### src/rtl/cpu_pkg.sv
// Shared types and constants for the 16-bit multi-cycle CPU controller.
// Opcodes, controller states, ALU selects and instruction field positions.
package cpu_pkg;

  typedef enum logic [3:0] {
    OP_NOOP  = 4'h0,
    OP_STORE = 4'h1,
    OP_LOAD  = 4'h2,
    OP_ADD   = 4'h3,
    OP_SUB   = 4'h4,
    OP_HALT  = 4'h5
  } opcode_t;

  typedef enum logic [3:0] {
    INIT    = 4'd0,
    FETCH   = 4'd1,
    DECODE  = 4'd2,
    LOAD_A  = 4'd3,
    LOAD_B  = 4'd4,
    STORE_S = 4'd5,
    ADD_S   = 4'd6,
    SUB_S   = 4'd7,
    HALT    = 4'd8
  } state_t;

  localparam logic [2:0] ALU_PASS = 3'b000;
  localparam logic [2:0] ALU_ADD  = 3'b001;
  localparam logic [2:0] ALU_SUB  = 3'b010;

  localparam int OP_HI = 15;
  localparam int OP_LO = 12;
  localparam int RA_HI = 11;
  localparam int RA_LO = 8;
  localparam int RB_HI = 7;
  localparam int RB_LO = 4;
  localparam int RD_HI = 3;
  localparam int RD_LO = 0;
  localparam int LA_HI = 11;
  localparam int LA_LO = 4;
  localparam int SA_HI = 7;
  localparam int SA_LO = 0;

  function automatic logic [3:0] f_ra(input logic [15:0] ir);
    return ir[RA_HI:RA_LO];
  endfunction

  function automatic logic [3:0] f_rb(input logic [15:0] ir);
    return ir[RB_HI:RB_LO];
  endfunction

  function automatic logic [3:0] f_rd(input logic [15:0] ir);
    return ir[RD_HI:RD_LO];
  endfunction

endpackage

### src/rtl/cpu_control_unit_pc.sv
// Program counter for the CPU controller.
// Synchronous active-low clear, wraps modulo 2^PC_W when incremented.
module program_counter #(
  parameter int PC_W = 7
) (
  input  logic            clk,
  input  logic            rst_n,
  input  logic            inc,
  output logic [PC_W-1:0] pc
);

  always_ff @(posedge clk) begin
    if (!rst_n) begin
      pc <= '0;
    end else if (inc) begin
      pc <= pc + 1'b1;
    end
  end

endmodule

### src/rtl/cpu_control_unit.sv
// Multi-cycle fetch/decode/execute controller for the 16-bit CPU.
// Drives imem fetch, data memory strobes, regfile ports and the ALU select.
module cpu_control_unit
  import cpu_pkg::*;
#(
  parameter int PC_W     = 7,
  parameter int D_ADDR_W = 8
) (
  input  logic                clk,
  input  logic                rst_n,
  input  logic [15:0]         instr_in,
  output logic                imem_rd,
  output logic [PC_W-1:0]     pc_addr,
  output logic [D_ADDR_W-1:0] d_addr,
  output logic                d_rd,
  output logic                d_wr,
  output logic                rf_s,
  output logic [3:0]          rf_w_addr,
  output logic                rf_w_wr,
  output logic [3:0]          rf_ra_addr,
  output logic [3:0]          rf_rb_addr,
  output logic [2:0]          alu_sel,
  output logic                halted
);

  state_t      state;
  logic [15:0] ir;
  logic [3:0]  op_in;

  assign op_in = instr_in[OP_HI:OP_LO];

  program_counter #(.PC_W(PC_W)) u_pc (
    .clk   (clk),
    .rst_n (rst_n),
    .inc   (state == DECODE),
    .pc    (pc_addr)
  );

  always_ff @(posedge clk) begin
    if (!rst_n) begin
      state <= INIT;
      ir    <= '0;
    end else begin
      case (state)
        INIT:    state <= FETCH;
        FETCH:   state <= DECODE;
        DECODE: begin
          ir <= instr_in;
          case (op_in)
            OP_STORE: state <= STORE_S;
            OP_LOAD:  state <= LOAD_A;
            OP_ADD:   state <= ADD_S;
            OP_SUB:   state <= SUB_S;
            OP_HALT:  state <= HALT;
            default:  state <= FETCH;
          endcase
        end
        LOAD_A:  state <= LOAD_B;
        LOAD_B:  state <= FETCH;
        STORE_S: state <= FETCH;
        ADD_S:   state <= FETCH;
        SUB_S:   state <= FETCH;
        HALT:    state <= HALT;
        default: state <= INIT;
      endcase
    end
  end

  // Moore decode from the registered state and IR.
  always_comb begin
    imem_rd    = 1'b0;
    d_addr     = '0;
    d_rd       = 1'b0;
    d_wr       = 1'b0;
    rf_s       = 1'b0;
    rf_w_addr  = '0;
    rf_w_wr    = 1'b0;
    rf_ra_addr = '0;
    rf_rb_addr = '0;
    alu_sel    = ALU_PASS;
    halted     = 1'b0;
    case (state)
      FETCH: imem_rd = 1'b1;
      LOAD_A: begin
        d_addr = ir[LA_HI:LA_LO];
        d_rd   = 1'b1;
      end
      LOAD_B: begin
        d_addr    = ir[LA_HI:LA_LO];
        rf_s      = 1'b1;
        rf_w_addr = f_rd(ir);
        rf_w_wr   = 1'b1;
      end
      STORE_S: begin
        rf_ra_addr = f_ra(ir);
        d_addr     = ir[SA_HI:SA_LO];
        d_wr       = 1'b1;
      end
      ADD_S, SUB_S: begin
        rf_ra_addr = f_ra(ir);
        rf_rb_addr = f_rb(ir);
        rf_w_addr  = f_rd(ir);
        rf_w_wr    = 1'b1;
        alu_sel    = (state == ADD_S) ? ALU_ADD : ALU_SUB;
      end
      HALT: halted = 1'b1;
      default: ;
    endcase
  end

endmodule

### config.mk
export PLATFORM = sky130hd
export DESIGN_NAME = cpu_control_unit
export DESIGN_NICKNAME = d
export VERILOG_FILES = /design/src/rtl/cpu_pkg.sv /design/src/rtl/cpu_control_unit_pc.sv /design/src/rtl/cpu_control_unit.sv
export SDC_FILE = /design/constraint.sdc
export NUM_CORES = 1
export LEC_CHECK = 0
export CAP_MARGIN = 20
export CORE_MARGIN = 2
export CORE_UTILIZATION = 30
export CTS_BUF_LIST = sky130_fd_sc_hd__clkbuf_8
export DETAILED_ROUTE_END_ITERATION = 8
export REMOVE_ABC_BUFFERS = 1
export SLEW_MARGIN = 10
export SYNTH_ARGS = -nofsm -noshare
export SYNTH_HDL_FRONTEND = slang
export SYNTH_SLANG_ARGS = --single-unit
### constraint.sdc
create_clock -name clk -period 1.8 [get_ports clk]
set_input_delay 0.45 -clock clk [delete_from_list [all_inputs] [get_ports clk]]
set_output_delay 0.45 -clock clk [all_outputs]
set_load 0.01 [all_outputs]
== Word-level counts from Yosys, hierarchy flattened ==
Cells that the tools add are included.

* Register bits after elaboration: 23
* Input bits: 18
* Output and inout port bits: 36
* Word-level logic and storage cells: 37

* Add/sub/neg operators: 1
* Eq/ne operators: 13
* Mux-type cells: 14
* Reductions and logical operators: 6

{| class="wikitable"
|+ Operator list
! operator !! number
|-
| 4-bit one-hot mux with 5 select lines || 2
|-
| 4-bit by 3-bit equality test with 1-bit output (second input constant) || 6
|-
| 4-bit by 2-bit equality test with 1-bit output (second input constant) || 4
|-
| 8-bit one-hot mux with 2 select lines || 1
|-
| 4-bit 2-to-1 mux || 3
|-
| 4-bit by 1-bit equality test with 1-bit output (second input constant) || 2
|-
| 7-bit by 1-bit adder with 7-bit output (second input constant) || 1
|-
| 1-bit 2-to-1 mux || 6
|-
| 3-bit OR reduction || 2
|-
| 5-bit OR reduction || 1
|-
| 4-bit equality test (second input constant) || 1
|-
| 4-bit logical NOT || 1
|-
| 2-bit 2-to-1 mux || 2
|-
| 2-bit OR reduction || 2
|}

== Longest topological paths before layout ==
Gate-level depths: netlist of the first run.

* Word-level depth: 3
* Depth in mapped cells: 6
* Mapped depth without buffers: 4

== Cells and area by module ==
A second synthesis of the first run with hierarchy kept.

* Cell total of the unflattened synthesis: 169
* Area, all modules: 1278.7 um^2

{| class="wikitable"
|+ By module, submodules not included
! module !! instances !! cells an instance !! area an instance (um^2)
|-
| cpu_control_unit || 1 || 140 || 988.4
|-
| program_counter || 1 || 29 || 290.3
|}

== Worst setup path after synthesis of the first run ==
OpenSTA, ideal clock, no wires.

* Path kind: flip-flop to output port
* Start: reg state[0]
* End: out d_addr[0]
* Data arrival time: 1.332 ns
* Required time: 1.350 ns
* Slack: 0.018 ns
* Stages on the path, launching flop included: 5
* Path buffers: 1
* Cell sequence: dfxtp_1 -> clkbuf_1 -> nor3b_1 -> o21ai_0 -> a21oi_1

* Word-level cells in the longest chain between the ends: 3

{| class="wikitable"
|+ Ends and longest elaborated chain
! element !! RTL line !! text
|-
| start, declared || cpu_control_unit.sv:26 || <nowiki>state_t state;</nowiki>
|-
| start signal, assigned || cpu_control_unit.sv:41 || <nowiki>state <= INIT;</nowiki>
|-
| start signal, assigned || cpu_control_unit.sv:45 || <nowiki>INIT: state <= FETCH;</nowiki>
|-
| start signal, assigned || cpu_control_unit.sv:46 || <nowiki>FETCH: state <= DECODE;</nowiki>
|-
| 4-bit by 3-bit equality test with 1-bit output / 4-bit by 2-bit equality test with 1-bit output (equally long branches) || cpu_control_unit.sv:82 || <nowiki>case (state)</nowiki>
|-
| 2-bit OR reduction (no source line) || - ||
|-
| 8-bit one-hot mux with 2 select lines (*) || cpu_control_unit.sv:82 ||
|-
| end, declared || cpu_control_unit.sv:14 || <nowiki>output logic [D_ADDR_W-1:0] d_addr,</nowiki>
|}

Every way passes the cells marked *; elsewhere a longest branch is shown, timed or not.

== Worst setup path in the final report of the first run ==
* Start: reg state[0]
* End: out d_addr[4]

Same word-level chain as after synthesis.

==> impl_results.rst, run 1 <==
.. list-table::
   :header-rows: 1

   * - Metric
     - Value
   * - Portion of total power attributed to sequential cells
     - 0.502
   * - Count of buffers from port buffering
     - 52
   * - Clock power share
     - 0.304
   * - Delay of the slowest critical-path stage
     - 0.36 ns
   * - Area of the mapped netlist
     - 0.00126 mm²
   * - Floorplan Core Area
     - 0.00403 mm²
   * - VDD IR-drop max
     - 0.342 mV
   * - Latest clock arrival within the worst-skew pair
     - 0.27 ns
   * - Failing checks
     - setup timing
   * - Areal power density over the cells
     - 529 mW/mm²
   * - Routed vias
     - 1410
   * - Overall die width
     - 68.9 µm
   * - Sum of routed wire length over all layers
     - 3830 µm
   * - Sinks on the clock net
     - 23
   * - Clock-pin transition on the worst setup and hold timing paths
     - 0.09 ns
   * - Category of the critical setup timing path
     - flop to primary output
   * - Crit path cell chain
     - nor3b_2 > buf_4 > buf_6 > o21ai_2 > a21oi_1 > buf_2
   * - Layout cell share with drive strength beyond 1
     - 0.315
   * - First-pass GRT wire length
     - 6020 µm
   * - TritonCTS clock tree
     - built
   * - Antenna diodes
     - 0
   * - Final worst path period need
     - 1.84 ns
   * - Iter 0 DRT Violations
     - 53
   * - Number of global-route vias before repair
     - 1297
   * - Reg2reg start
     - state[2]
   * - Worst Reg-to-Reg Cells
     - 5
   * - Startpoint type of the worst setup path
     - flop
   * - Yosys warnings
     - 0
   * - Max Freq
     - 544 MHz
   * - Final worst-path cycle share
     - 1.02
   * - Critical register-to-register path endpoint
     - state[1]
   * - Floorplan row count
     - 23
   * - Final number of hold-violating endpoints
     - 0
   * - Data arrival, critical path
     - 1.39 ns
   * - Final design area excluding fillers
     - 0.00206 mm²
   * - Distinct cells, synth
     - 39
   * - Cell-internal power
     - 795 µW
   * - R2r setup slk
     - 0.02 ns
   * - Synthesis-to-finish area growth
     - 62.5%
   * - Worst Hold Path EP
     - ir[0]
   * - Cell depth of the worst min-delay path
     - 2
   * - RD Place Congestion
     - 0.856
   * - Detail-routed net length per standard cell
     - 13.2 µm
   * - Routed via count divided by cell count
     - 4.85
   * - Ranking of synthesized cells by area
     - dfxtp_1 36%, nand2_1 11%, a21oi_1 11%
   * - Worst-path fanout max
     - 7
   * - Starting density of the core
     - 0.314
   * - Start point of the critical path
     - state[0]
   * - Maximum level of the CTS H-tree
     - 1
   * - Die Y-Extent
     - 68.9 µm
   * - LEAKAGE
     - 0.000833 µW
   * - Setup repair after global routing missed its margin
     - true
   * - Sequential element share of the synthesized area
     - 0.364
   * - Cell area after placement
     - 0.00196 mm²
   * - Net switching power figure
     - 292 µW
   * - Number of placed I/O pins
     - 54
   * - Status
     - finished with violations
   * - Count of antenna-violating nets left after detailed routing
     - 0
   * - CTS Buf Count
     - 3
   * - Slowest stage cell, crit path
     - dfxtp_2
   * - Initial antenna violation count
     - 0
   * - All-layer global routing usage
     - 0.167
   * - Switching Fraction
     - 0.268
   * - Final net count
     - 261
   * - Fraction of the core area covered by cells at the end of the flow
     - 0.510
   * - Max cap viols
     - 0
   * - Mean instance size in the synthesized netlist
     - 7.19 µm²
   * - Post-Syn Instances
     - 176
   * - GR Overflow Total
     - 0
   * - HPWL reported at the end of detailed placement
     - 2720 µm
   * - Max-slew violation total from the final report
     - 0
   * - Combinational power share
     - 0.194
   * - Kind of end point of the critical path
     - primary output
   * - Biggest area consumer among synthesized cells
     - dfxtp_1
   * - DR pass1 iterations
     - 4
   * - Synth Register Bits
     - 23
   * - Fin worst setup slack
     - -0.0377 ns
   * - Pin count of the biggest net entering global routing
     - 18
   * - Hold Crit Class
     - flop to flop
   * - Setup violation total in the final timing report
     - 5
   * - Die area
     - 0.00475 mm²
   * - Number of buffers on the longest clock path
     - 2
   * - Startpoint of the worst hold path
     - ir[0]
   * - Req. time, crit path
     - 1.35 ns
   * - Setup skew after layout
     - 0.00703 ns
   * - Root buffer selected by CTS
     - clkbuf_8
   * - Fraction of post-synthesis cell area in the top cell type by area
     - 0.364
   * - Number of DRC violations after detailed routing
     - 0
## cells in the final DEF (no fill, tap or decap), drive strengths merged, types with 3 or more instances in the layout
master / n
nand2: 38
buf: 32
a21oi: 27
clkdlybuf4s50: 24
dfxtp: 23
o21ai: 12
and3: 10
clkbuf: 10
clkdlybuf4s15: 10
nor2: 7
and2: 5
nand2b: 5
inv: 4
nand3: 3
or3: 3
nor2b: 3
## synth_stat cells
master,number
a211o_1,1
a211oi_1,1
a21oi_1,27
a41oi_1,1
and2_1,5
and3_1,10
and3b_1,2
buf_1,1
buf_2,2
buf_4,1
buf_6,1
clkbuf_1,7
clkbuf_2,1
clkinv_1,1
conb_1,1
dfxtp_1,23
ha_1,1
inv_1,4
nand2_1,38
nand2b_1,5
nand3_1,3
nand4_1,1
nor2_1,7
nor2b_1,3
nor3_1,2
nor3b_1,1
nor4b_1,1
o211a_1,1
o21ai_0,12
o21ba_2,1
o311ai_0,1
o31ai_1,1
o41ai_1,1
or3_1,3
or3b_2,1
or4_1,1
or4b_1,1
xnor2_1,1
xor2_1,1
## power groups by stage
stage,clock (µW),sequential [µW],combinational (µW)
floorplan,0,557,68.5
global placement,0,554,191
detailed placement,0,554,192
CTS,332,545,201
global route,353,548,232
finish,330,545,211
## cell type report
cell class              instances  area, µm²
flip-flops and latches         23        470
fillers                       437       1970
clock buffers                   3       41.3
repair buffers                 74        654
well taps                      50       62.6
multi-input cells             135        803
inverters                       5       18.8
clock inverters                 1       5.00
## stage by stage
stage / setup TNS [ns] / std cells / setup slack (ns) / hold slack, ns / total power (µW)
CTS: -0.485 / 291 / -0.111 / 0.474 / 1080
global placement: -2.70 / 286 / -0.182 / 0.461 / 745
global route: -1.00 / 291 / -0.0875 / 0.499 / 1130
detailed placement: -3.11 / 286 / -0.189 / 0.459 / 746
finish: -0.106 / 291 / -0.0377 / 0.472 / 1090
floorplan: -5.95 / 163 / -0.437 / 0.441 / 626
## cells by family (layout without fill, tap and decap cells)
group | count (synthesis) | after routing | synth area share
AND/OR/NAND/NOR | 84 | 84 | 0.334
AO/OA/AOI/OAI | 47 | 47 | 0.210
flip-flops | 23 | 23 | 0.364
buffers and inverters | 18 | 83 | 0.0653
XOR/XNOR | 2 | 2 | 0.0139
adder cells (fa/ha/maj) | 1 | 1 | 0.00989
other | 1 | 1 | 0.00296
## repair_timing
item	4_1_cts	5_1_grt
hold buffers	0	0
pin swaps	5	14
setup endpoints to repair	35	34
gates cloned	0	0
endpoints found under the hold margin	0	0
resized for setup	90	41
buffers inserted	1	0
## per-layer routing
metal  share of wire  vias to the layer above  routed length (µm)  global-route usage
met1            0.47                      635                1800               0.237
met5               0                        -                   0                   0
met2            0.48                       40                1850               0.275
met4          0.0076                        0                  29              0.0294
li1                -                      733                   -                   -
met3           0.040                        2                 152              0.0211
## sequential cells by signal (all words and copies together) (netlist names)
register	flops
ir	12
u_pc.pc	7
state	4
## worst max path at each step
stage          cells past startpoint         to  slack [ns]
2_1_floorplan                      3   state[3]       -0.44
3_3_place_gp                       4   state[1]       -0.18
3_5_place_dp                       4  d_addr[0]       -0.19
4_1_cts                            5  d_addr[0]       -0.11
5_1_grt                            5    imem_rd       -0.09
6_report                           6  d_addr[4]       -0.04
## critical path: cells and delay by family, from the launching register on
kind                   cells  cell delay, ns
flip-flops                 1            0.36
AND/OR/NAND/NOR            1            0.17
buffers and inverters      3            0.43
AO/OA/AOI/OAI              2            0.17
No activity file was read; power rests on OpenSTA's default activity.
==> run 2, diff against run 1 <==
clock period = 2.11 ns   (was 1.8 ns; I/O delays follow)
==> impl_results.rst, run 2 (synthesis gave the netlist of run 1 again) <==
.. list-table::
   :header-rows: 1

   * - Metric
     - Value
   * - Worst-path fanout max
     - 8
   * - Max FFs per register
     - 12
   * - Critical register-to-register path endpoint
     - u_pc.pc[5]
   * - Reg2reg start
     - state[0]
   * - Summed negative setup slack over all endpoints
     - 0 ns
   * - Area occupied by multi-input gates
     - 753 µm²
   * - Number of global-route vias before repair
     - 1268
   * - Routed vias
     - 1387
   * - Largest registers ranked by flip-flop count
     - ir (12), u_pc.pc (7), state (4)
   * - GR Overflow Total
     - 0
   * - Setup repair after global routing missed its margin
     - false
   * - Crit path cell chain
     - buf_4 > nand2b_2 > and3_1 > dlygate4sd2_1
   * - Die area
     - 0.00475 mm²
   * - Areal power density over the cells
     - 451 mW/mm²
   * - Number of placed I/O pins
     - 54
   * - Start point of the critical path
     - state[1]
   * - Number of buffers inserted by post-CTS setup repair
     - 0
   * - Floorplan row count
     - 23
   * - CTS Buf Count
     - 3
   * - # hold bufs at CTS
     - 0
   * - Initial antenna violation count
     - 0
   * - Synthesis-to-finish area growth
     - 57.1%
   * - Fraction of the core area covered by cells at the end of the flow
     - 0.493
   * - Setup skew after layout
     - 0.00335 ns
   * - Starting density of the core
     - 0.314
   * - RD Place Congestion
     - 0.884
   * - Buf/Inv on CP
     - 2
   * - Most frequent cells in the layout
     - 38 x nand2_1, 27 x a21oi_1, 24 x clkdlybuf4s50_1, 24 x dlygate4sd2_1, 19 x dfxtp_1
   * - Maximum level of the CTS H-tree
     - 1
   * - CP delay by family, top
     - buffers and inverters
   * - Largest Register
     - ir
   * - Data arrival, critical path
     - 1.50 ns
   * - Floorplan Core Area
     - 0.00403 mm²
   * - Layout cell share with drive strength beyond 1
     - 0.160
   * - Area taken by flip-flops and latches
     - 468 µm²
   * - Antenna diodes
     - 0
   * - Max Freq
     - 493 MHz
   * - Delay of the slowest critical-path stage
     - 0.37 ns
   * - End point of the critical path
     - rf_w_addr[3]
   * - TritonCTS clock tree
     - built
   * - Hold Crit Class
     - flop to flop
   * - Slowest stage cell, crit path
     - dfxtp_4
   * - Fillers
     - 427
   * - Sinks on the clock net
     - 23
   * - Most common cell after layout, fill and taps aside
     - nand2_1
   * - Category of the critical setup timing path
     - flop to primary output
   * - Final worst path period need
     - 2.03 ns
   * - Status
     - complete, no violations
   * - Sum of routed wire length over all layers
     - 3570 µm
   * - Count of buffers from port buffering
     - 52
   * - Req. time, crit path
     - 1.58 ns
   * - Startpoint type of the worst setup path
     - flop
   * - VDD IR-drop max
     - 0.262 mV
   * - Latest clock arrival within the worst-skew pair
     - 0.27 ns
   * - Final net count
     - 258
   * - Max-slew violation total from the final report
     - 0
   * - Routed via count divided by cell count
     - 4.82
   * - Overall die width
     - 68.9 µm
   * - Tot Pwr
     - 896 µW
   * - Min Hold Slack
     - 0.467 ns
   * - Setup violation total in the final timing report
     - 0
   * - Detail-routed net length per standard cell
     - 12.4 µm
   * - Number of buffers on the longest clock path
     - 2
   * - Pin count of the biggest net entering global routing
     - 14
   * - Root buffer selected by CTS
     - clkbuf_8
   * - Total stage count of the critical path
     - 4
   * - Final number of hold-violating endpoints
     - 0
   * - R2r setup slk
     - 0.20 ns
   * - Iter 0 DRT Violations
     - 78
   * - Final worst-path cycle share
     - 0.962
   * - Kind of end point of the critical path
     - primary output
   * - All-layer global routing usage
     - 0.160
   * - Count of antenna-violating nets left after detailed routing
     - 0
   * - Worst Reg-to-Reg Cells
     - 4
   * - Die Y-Extent
     - 68.9 µm
   * - HPWL reported at the end of detailed placement
     - 2720 µm
   * - LEAKAGE
     - 0.000925 µW
   * - Max cap viols
     - 0
   * - DR pass1 iterations
     - 4
   * - Number of DRC violations after detailed routing
     - 0
   * - First-pass GRT wire length
     - 5710 µm
   * - Clock-pin transition on the worst setup and hold timing paths
     - 0.08 ns
## run 2: how the worst min path moves through the flow
| stage | startpoint | end | slack (ns) | depth (start not counted) |
|---|---|---|---|---|
| 4_1_cts | ir[0] | ir[0] | 0.47 | 2 |
| 5_1_grt | ir[1] | ir[1] | 0.48 | 2 |
| 3_3_place_gp | ir[1] | ir[1] | 0.46 | 2 |
| 3_5_place_dp | ir[0] | ir[0] | 0.46 | 2 |
| 6_report | ir[0] | ir[0] | 0.47 | 2 |
| 2_1_floorplan | ir[10] | ir[10] | 0.44 | 2 |
## run 2: timing repair
item,CTS,global route
pin swaps,1,0
resized for setup,38,6
gates cloned,0,0
endpoints found under the setup margin,27,11
## run 2: worst register-to-register path: cells and delay by family (launching register included)
kind | cells | cell delay (ns)
DFF | 1 | 0.35
and+or+nand+nor | 2 | 1.21
AOI/OAI and AO/OA | 1 | 0.15
buffers and inverters | 1 | 0.14
## run 2: layout make-up
type                       count  share of cell area
multi-input combinational    135               0.379
timing repair buffer          71               0.322
sequential                    23               0.236
tap                           50              0.0315
clock buffer                   3              0.0208
inverter                       5             0.00945
clock inverter                 1             0.00189
## run 2: metrics by stage
step	setup WS [ns]	instance area, µm²	std cells
2_1_floorplan	-0.127	1200	163
3_3_place_gp	0.0508	1930	284
3_5_place_dp	0.0303	1930	284
4_1_cts	0.00237	1980	288
5_1_grt	0.0104	1990	288
6_report	0.0811	1990	288
## run 2: routing by layer
metal	wire length, µm	vias to the layer above	global-route usage
met3	162	2	0.0211
met2	1690	33	0.267
met1	1690	624	0.219
li1	-	728	-
met4	21	0	0.0368
met5	0	-	0
## run 2: power breakdown
part           leakage, µW  internal, µW  switching [µW]
Clock            0.0000269           130             142
Sequential        0.000188           449            15.6
Combinational     0.000710          85.4            73.9
Total             0.000925           665             231
==> run 3, diff against run 2 <==
CTS_BUF_LIST = unset   (was sky130_fd_sc_hd__clkbuf_8)
TNS_END_PERCENT = 10   (was unset)
==> impl_results.rst, run 3 (synthesis gave the netlist of run 1 again) <==
.. list-table::
   :header-rows: 1

   * - Metric
     - Value
   * - VDD IR-drop max
     - 0.262 mV
   * - Detail-routed net length per standard cell
     - 12.4 µm
   * - Min Hold Slack
     - 0.467 ns
   * - Max cap viols
     - 0
   * - DR pass1 iterations
     - 4
   * - Crit path cell chain
     - buf_6 > nor2b_2 > nand2_1 > inv_1 > clkdlybuf4s50_1
   * - Areal power density over the cells
     - 452 mW/mm²
   * - Req. time, crit path
     - 1.58 ns
   * - Max-slew violation total from the final report
     - 0
   * - TritonCTS clock tree
     - built
   * - Start point of the critical path
     - state[0]
   * - Number of buffers inserted by post-CTS setup repair
     - 0
   * - Total stage count of the critical path
     - 5
   * - Floorplan row count
     - 23
   * - Largest registers ranked by flip-flop count
     - ir (12), u_pc.pc (7), state (4)
   * - Number of standard cells in the final layout excluding fillers
     - 288
   * - RD Place Congestion
     - 0.884
   * - Die Y-Extent
     - 68.9 µm
   * - Pin count of the biggest net entering global routing
     - 14
   * - Area taken by flip-flops and latches
     - 468 µm²
   * - Hold Crit Class
     - flop to flop
   * - End point of the critical path
     - imem_rd
   * - Buf/Inv on CP
     - 3
   * - Tot Pwr
     - 902 µW
   * - Fraction of the core area covered by cells at the end of the flow
     - 0.496
   * - Area occupied by multi-input gates
     - 752 µm²
   * - Die area
     - 0.00475 mm²
   * - Final worst-path cycle share
     - 1.01
   * - Sum of routed wire length over all layers
     - 3580 µm
   * - Starting density of the core
     - 0.314
   * - Most frequent cells in the layout
     - 38 x nand2_1, 27 x a21oi_1, 25 x clkdlybuf4s50_1
   * - GR Overflow Total
     - 0
   * - Worst-case setup slack after placement
     - 0.0303 ns
   * - Startpoint type of the worst setup path
     - flop
   * - Most common cell after layout, fill and taps aside
     - nand2_1
   * - Number of placed I/O pins
     - 54
   * - R2r setup slk
     - 0.21 ns
   * - HPWL reported at the end of detailed placement
     - 2720 µm
   * - Setup violation total in the final timing report
     - 1
   * - CTS Buf Count
     - 3
   * - All-layer global routing usage
     - 0.157
   * - Initial antenna violation count
     - 0
   * - Worst Reg-to-Reg Cells
     - 4
   * - Fin worst setup slack
     - -0.0152 ns
   * - Final net count
     - 258
   * - Synthesis-to-finish area growth
     - 57.9%
   * - Max FFs per register
     - 12
   * - Antenna diodes
     - 0
   * - Overall die width
     - 68.9 µm
   * - Inst Count DP
     - 284
   * - Routed via count divided by cell count
     - 4.81
   * - Combinational power share
     - 0.178
   * - CP delay by family, top
     - buffers and inverters
   * - Fillers
     - 426
   * - Routed vias
     - 1384
   * - Root buffer selected by CTS
     - clkbuf_8
   * - Delay of the slowest critical-path stage
     - 0.52 ns
   * - Critical register-to-register path endpoint
     - u_pc.pc[5]
   * - Layout cell share with drive strength beyond 1
     - 0.151
   * - Number of buffers on the longest clock path
     - 2
   * - Number of DRC violations after detailed routing
     - 0
   * - Clock power share
     - 0.307
   * - Worst-path fanout max
     - 11
   * - Sinks on the clock net
     - 23
   * - Portion of total power attributed to sequential cells
     - 0.515
   * - Clock-pin transition on the worst setup and hold timing paths
     - 0.08 ns
   * - First-pass GRT wire length
     - 5620 µm
   * - Max Freq
     - 471 MHz
   * - Switching Fraction
     - 0.256
   * - Setup skew after layout
     - 0.00431 ns
   * - Final number of hold-violating endpoints
     - 0
   * - Cell-internal power
     - 671 µW
   * - LEAKAGE
     - 0.000937 µW
   * - Maximum level of the CTS H-tree
     - 1
   * - Count of buffers from port buffering
     - 52
   * - Floorplan Core Area
     - 0.00403 mm²
   * - Failing checks
     - setup timing
   * - Net switching power figure
     - 231 µW
   * - Iter 0 DRT Violations
     - 57
   * - Kind of end point of the critical path
     - primary output
   * - Setup repair after global routing missed its margin
     - true
   * - Number of global-route vias before repair
     - 1257
   * - Largest Register
     - ir
   * - Count of antenna-violating nets left after detailed routing
     - 0
   * - Category of the critical setup timing path
     - flop to primary output
   * - Data arrival, critical path
     - 1.60 ns
   * - Final worst path period need
     - 2.13 ns
   * - Status
     - finished with violations
   * - Latest clock arrival within the worst-skew pair
     - 0.27 ns
   * - Slowest stage cell, crit path
     - clkdlybuf4s50_1
   * - Reg2reg start
     - state[0]
[run 3: changes by cell type in the layout (fill, tap and decap cells not counted)]
| cell | previous run | this run |
|---|---|---|
| clkbuf_1 | 0 | 1 |
| dlymetal6s2s_1 | 3 | 5 |
| and3b_2 | 2 | 1 |
| nor2b_4 | 0 | 1 |
| dlygate4sd2_1 | 24 | 19 |
| clkdlybuf4s15_1 | 0 | 2 |
| and3b_1 | 0 | 1 |
| nor2b_2 | 2 | 1 |
| nor3b_1 | 0 | 1 |
| inv_1 | 5 | 4 |
| clkdlybuf4s50_1 | 24 | 25 |
| nor3b_2 | 1 | 0 |
[run 3: area by class of cell]
class | count | share of cell area
inverters | 5 | 0.00940
flip-flops and latches | 23 | 0.234
multi-input cells | 135 | 0.377
clock buffers | 4 | 0.0226
repair buffers | 71 | 0.326
well taps | 50 | 0.0313
[run 3: through the flow]
step	TNS, ns	instance area, µm²
CTS	-0.255	1980
detailed placement	0	1930
floorplan	-0.918	1200
global placement	0	1930
finish	-0.0152	2000
global route	-0.284	2000
[run 3: worst min-delay path, stage by stage, from the launching register on]
cell and delay [ns]:
dfxtp_1 0.32, nand2_1 0.05, a21oi_1 0.05
[run 3: timing repair]
| item | CTS | global route |
|---|---|---|
| pin swaps | 1 | 0 |
| setup endpoints to repair | 27 | 13 |
| gates resized for setup | 32 | 12 |
| hold buffers | 0 | 0 |
[run 3: how the worst min path moves through the flow]
| stage | start | end | slack, ns | depth (start not counted) |
|---|---|---|---|---|
| finish | ir[0] | ir[0] | 0.47 | 2 |
| global route | ir[1] | ir[1] | 0.48 | 2 |
| CTS | ir[0] | ir[0] | 0.47 | 2 |
| detailed placement | ir[0] | ir[0] | 0.46 | 2 |
| global placement | ir[1] | ir[1] | 0.46 | 2 |
| floorplan | ir[10] | ir[10] | 0.44 | 2 |
[run 3: metal layers]
metal	vias up	share of wire	GRT usage
met2	31	0.48	0.256
met1	623	0.47	0.220
met5	-	0	0
met3	2	0.039	0.0211
li1	728	-	-
met4	0	0.0059	0.0368
[run 3: power by group through the flow]
stage	Clock [µW]	Sequential (µW)	Combinational, µW
2_1_floorplan	0	475	58.4
3_3_place_gp	0	473	157
3_5_place_dp	0	474	159
4_1_cts	282	465	161
5_1_grt	294	468	178
6_report	277	464	161
